==> config.mk <==
export PLATFORM = sky130hd
export DESIGN_NAME = bram_port_arbiter
export DESIGN_NICKNAME = d
export VERILOG_FILES = /design/src/rtl/bram_pkg.sv /design/src/rtl/bram_port_arbiter_rr_arbiter2.sv /design/src/rtl/bram_port_arbiter.sv
export SDC_FILE = /design/constraint.sdc
export NUM_CORES = 1
export LEC_CHECK = 0
export ABC_AREA = 0
export BUFFER_PORTS_ARGS = -buffer_cell sky130_fd_sc_hd__buf_2
export CAP_MARGIN = 40
export CORE_MARGIN = 8
export CORE_UTILIZATION = 27
export CTS_BUF_LIST = sky130_fd_sc_hd__clkbuf_4
export CTS_CLUSTER_SIZE = 12
export DETAILED_ROUTE_END_ITERATION = 16
export MAX_ROUTING_LAYER = met4
export PLACE_DENSITY_LB_ADDON = 0.25
export SYNTH_ARGS = -nofsm -noshare
export SYNTH_HDL_FRONTEND = slang
export SYNTH_SLANG_ARGS = --single-unit
==> constraint.sdc <==
create_clock -name clk -period 1.63 [get_ports clk]
set_input_delay 0.326 -clock clk [delete_from_list [all_inputs] [get_ports clk]]
set_output_delay 0.326 -clock clk [all_outputs]
set_load 0.02 [all_outputs]
==> src/rtl/bram_pkg.sv <==
// bram_pkg: shared state encoding, default sizes and address-width helper for the bram port path
package bram_pkg;
  typedef enum logic [1:0] {IDLE = 2'd0, OWN0 = 2'd1, OWN1 = 2'd2} state_e;
  localparam int DEFAULT_DATA_W = 16;
  localparam int DEFAULT_MAX_BURST = 16;
  function automatic int addr_w(input int num_bits);
    return num_bits + 8;
  endfunction
endpackage

==> src/rtl/bram_port_arbiter_rr_arbiter2.sv <==
// rr_arbiter2: two-way round-robin pick, rr_ptr breaks ties
module rr_arbiter2 (
  input  logic       req0,
  input  logic       req1,
  input  logic       rr_ptr,
  output logic [1:0] winner
);
  assign winner = (req0 & req1) ? (rr_ptr ? 2'b10 : 2'b01) : {req1, req0};
endmodule

==> src/rtl/bram_port_arbiter.sv <==
// bram_port_arbiter: shares the bram port between the uart controller and the fill/scrub engine
module bram_port_arbiter
  import bram_pkg::*;
#(
  parameter int NUM_BLOCKS = 16,
  parameter int NUM_BITS   = $clog2(NUM_BLOCKS),
  parameter int ADDR_W     = addr_w(NUM_BITS),
  parameter int DATA_W     = DEFAULT_DATA_W,
  parameter int MAX_BURST  = DEFAULT_MAX_BURST
) (
  input  logic              clk,
  input  logic              rst,
  input  logic              req0,
  input  logic              req1,
  input  logic              we0,
  input  logic              we1,
  input  logic              last0,
  input  logic              last1,
  input  logic [ADDR_W-1:0] addr0,
  input  logic [ADDR_W-1:0] addr1,
  input  logic [DATA_W-1:0] wdata0,
  input  logic [DATA_W-1:0] wdata1,
  output logic              gnt0,
  output logic              gnt1,
  output logic              rvalid0,
  output logic              rvalid1,
  output logic [DATA_W-1:0] rdata,
  output logic              mem_rd_en,
  output logic              mem_wr_en,
  output logic [ADDR_W-1:0] mem_addr,
  output logic [DATA_W-1:0] mem_wdata,
  input  logic [DATA_W-1:0] mem_rdata,
  output logic              busy
);
  localparam int CNT_W = $clog2(MAX_BURST + 1);
  state_e           state_q;
  logic             rr_ptr_q;
  logic [CNT_W-1:0] burst_cnt_q;
  logic             rvalid0_q, rvalid1_q;
  logic             own0, own1, gnt, we_sel, release_now;
  logic [1:0]       winner;
  rr_arbiter2 u_rr (
    .req0  (req0),
    .req1  (req1),
    .rr_ptr(rr_ptr_q),
    .winner(winner)
  );
  // Owner-selected port mux; an owner that drops req issues nothing
  always_comb begin
    own0        = state_q == OWN0;
    own1        = state_q == OWN1;
    gnt0        = own0 & req0;
    gnt1        = own1 & req1;
    gnt         = gnt0 | gnt1;
    we_sel      = own0 ? we0 : we1;
    mem_rd_en   = gnt & ~we_sel;
    mem_wr_en   = gnt & we_sel;
    mem_addr    = own0 ? addr0 : own1 ? addr1 : '0;
    mem_wdata   = own0 ? wdata0 : own1 ? wdata1 : '0;
    release_now = ~gnt | (own0 ? last0 : last1) | (burst_cnt_q == CNT_W'(MAX_BURST - 1));
  end
  // Ownership FSM with burst counter and registered read-valid return
  always_ff @(posedge clk) begin
    if (rst) begin
      state_q     <= IDLE;
      rr_ptr_q    <= 1'b0;
      burst_cnt_q <= '0;
      rvalid0_q   <= 1'b0;
      rvalid1_q   <= 1'b0;
    end else begin
      rvalid0_q <= gnt0 & ~we0;
      rvalid1_q <= gnt1 & ~we1;
      if (state_q == IDLE) begin
        burst_cnt_q <= '0;
        state_q     <= winner[0] ? OWN0 : winner[1] ? OWN1 : IDLE;
      end else if (release_now) begin
        state_q     <= IDLE;
        rr_ptr_q    <= own0;
        burst_cnt_q <= '0;
      end else begin
        burst_cnt_q <= burst_cnt_q + 1'b1;
      end
    end
  end
  assign rvalid0 = rvalid0_q;
  assign rvalid1 = rvalid1_q;
  assign rdata   = mem_rdata;
  assign busy    = state_q != IDLE;
endmodule

==> impl_metrics.json <==
{
  "min_path_cells": 2,
  "vias_per_cell": 4.88,
  "cp_num_cells": 5,
  "use_met2_pct": 27.7,
  "detailedPlace.worstSlack_ns": -0.0309,
  "slowest_delay_ns": 0.33,
  "grt_util_met1_pct": 12.8,
  "worst-path-buf-inv": 2,
  "synth_area_leader_cell": "a22o_1",
  "crit_path_max_fanout": 4,
  "p_int_mw": 0.618,
  "drv_slew": 0,
  "failed_checks": "setup timing",
  "cts_tree": "done",
  "clock_latency_ns": 0.26,
  "period_needed_ns": 1.74,
  "drtIter0Drc": 30,
  "seq_area_frac_synth_pct": 23.6,
  "synth-main-ff-cell": "dfxtp_1",
  "synth_top_area_share_pct": 28.9,
  "crit_end": "mem_rd_en",
  "hold_viol": 0,
  "hp-class": "input pin to register",
  "r2r-start": "state_q[0]",
  "fin_skew_ns": 0.000354,
  "cts_sinks": 10,
  "r2r-end": "burst_cnt_q[0]",
  "start_util_pct": 28.0,
  "startpoint": "state_q[0]",
  "path_clk_slew_ns": 0.06,
  "ir_drop_uv": 310,
  "powerDensity_nw_per_um2": 522,
  "die-width_um": 72.1,
  "max-slew-margin-rel_pct": 84.0,
  "grt.met3_usage_pct": 3.72,
  "grt_pass1_vias": 1147,
  "grt_max_degree": 29,
  "crit_top_cell": "buf_6",
  "grt-busiest-layer": "met2",
  "cp.arrival_ns": 1.41,
  "num_antenna_cells": 0,
  "ant_nets": 0,
  "synth_top_cells_by_area": "a22o_1, dfxtp_1, buf_4",
  "synthCells": 101,
  "layout.cells.most_common": "buf_2",
  "die-area_um2": 5190,
  "totalPowerFinal_mw": 0.933,
  "wirelength_um": 4240,
  "p_sw_mw": 0.315,
  "setup_viol": 36,
  "core-area_um2": 3030,
  "timing.reg2reg.setup_slack_ns": -0.03,
  "cts-root-buf": "clkbuf_4",
  "port_buffers": 98,
  "power_frac_comb_pct": 54.8,
  "drt-pass1-iter-count": 4,
  "critical-path-top-delay-family": "simple AND/OR/NAND/NOR gates",
  "drcViolationCount": 0,
  "rsz0062_at_grt": "true",
  "grt_antenna_before_repair": 0,
  "fin_ws_ns": -0.108,
  "drive_gt1_share_pct": 71.2,
  "syn_area_um2": 848,
  "clockBufferDepth": 2,
  "drv_cap": 0,
  "netSwitchingFraction_pct": 33.8,
  "num_rows": 20,
  "reg2reg_depth": 7,
  "die_h_um": 72.1,
  "worstPathRequired_ns": 1.30,
  "htree_levels": 1,
  "io_pins": 131,
  "grt.overflow.total": 0,
  "final_nets": 282,
  "gp_congestion": 0.753,
  "fmax_ghz": 0.575,
  "grt_pass1_wl_um": 5810,
  "syn_nets": 183,
  "crit_path_start_kind": "register",
  "cts_hold_buf": 0,
  "power_leakage_nw": 0.881,
  "criticalPathCategory": "register to primary output",
  "track_usage_pct": 14.3,
  "worstPathCellList": "nor2b_4 -> buf_6 -> mux2i_1 -> nor2b_2 -> buf_6",
  "synth_cell_type_count": 28,
  "worstMarginPinSlew_ns": 0.240,
  "layout_common_cells": "buf_2, buf_6, a22o_1",
  "hp-start": "we1",
  "end_kind": "primary output",
  "crit_path_top_delay_cell": "dfxtp_2",
  "seq_power_share_pct": 27.5,
  "synthArstFlopShare_pct": 0,
  "cts_buffers": 3,
  "wire_per_inst_um": 17.5,
  "yosys_warnings": 0,
  "area_growth_syn_to_layout_pct": 111,
  "status": "complete, but fails checks",
  "via_count": 1181,
  "min_period_over_period_pct": 107,
  "synth_edf_count": 0,
  "synth_area_per_cell_um2": 8.40,
  "hpwl_um": 3020,
  "ys_ff_latch": 10,
  "power_frac_clock_pct": 17.7
}
[how the worst min path moves through the flow]
| stage | end | slack [ns] |
|---|---|---|
| floorplan | rr_ptr_q | 0.40 |
| detailed placement | rr_ptr_q | 0.46 |
| global placement | rr_ptr_q | 0.46 |
| CTS | rvalid1 | 0.23 |
| finish | rvalid1 | 0.23 |
| global route | rvalid1 | 0.23 |
[layout make-up]
cell class	count	area [um^2]
flip-flops and latches	10	205
repair buffers	117	911
well taps	44	55.1
multi-input cells	64	579
fillers	269	1240
clock buffers	3	22.5
inverters	4	15.0
[routing by layer]
layer | vias to the layer above | wire, um | share of wire (%)
met4 | 0 | 59 | 1.4
li1 | 553 | - | -
met1 | 548 | 1390 | 33
met5 | - | 0 | 0
met3 | 9 | 389 | 9.2
met2 | 71 | 2400 | 57
[per-stage QoR]
stage                     TNS [ns]  cells  util (%)  hold slack, ns  instance area (um^2)
final                        -2.36    242      59.0           0.233                  1790
after global routing         -4.43    242      59.0           0.234                  1790
after CTS                    -1.77    239      53.1           0.228                  1610
after detailed placement   -0.0882    228      43.7           0.464                  1320
after global placement           0    228      43.7           0.457                  1320
after floorplan           -0.00941    101         -           0.399                   856
[logic make-up after synthesis]
family	synth area share, %
xor gates and xnor gates	2.07
muxes	2.36
and+or+nand+nor	15.6
AOI/OAI and AO/OA	33.9
buffers and inverters	19.5
adders and majority gates	2.95
DFF	23.6
[power groups by stage]
stage / Combinational [mW] / Clock [mW] / Sequential (mW)
after floorplan: 0.241 / 0 / 0.262
after detailed placement: 0.350 / 0 / 0.261
final: 0.512 / 0.165 / 0.256
after global routing: 0.539 / 0.189 / 0.257
after global placement: 0.345 / 0 / 0.260
after CTS: 0.439 / 0.174 / 0.256
[Yosys cell counts (2+ instances only)]
cell      count
inv_1         4
mux2i_1       2
buf_4        17
a22o_1       28
nor2_1       11
nor3b_1       2
ha_1          2
dfxtp_1      10
clkbuf_1      4
nor2b_1       2
buf_1         2
[what timing repair did]
item,in CTS,in global routing
buffers inserted,6,3
setup endpoints to repair,37,38
resized for setup,49,47
cloned,2,0
pin swaps,15,9
endpoints found under the hold margin,0,0
[flip-flops by register name (all words and copies together), names as in the netlist]
name         count
state_q          2
rvalid0          1
rr_ptr_q         1
rvalid1          1
burst_cnt_q      5
[worst reg2reg max path: stages (launching register included)]
cell     delay [ns]
dfxtp_2        0.32
buf_6          0.11
buf_6          0.10
and3b_2        0.27
a21oi_4        0.05
buf_6          0.12
or4_4          0.52
nor2_1         0.11
Note: power is estimated with default switching activity, not from simulation.
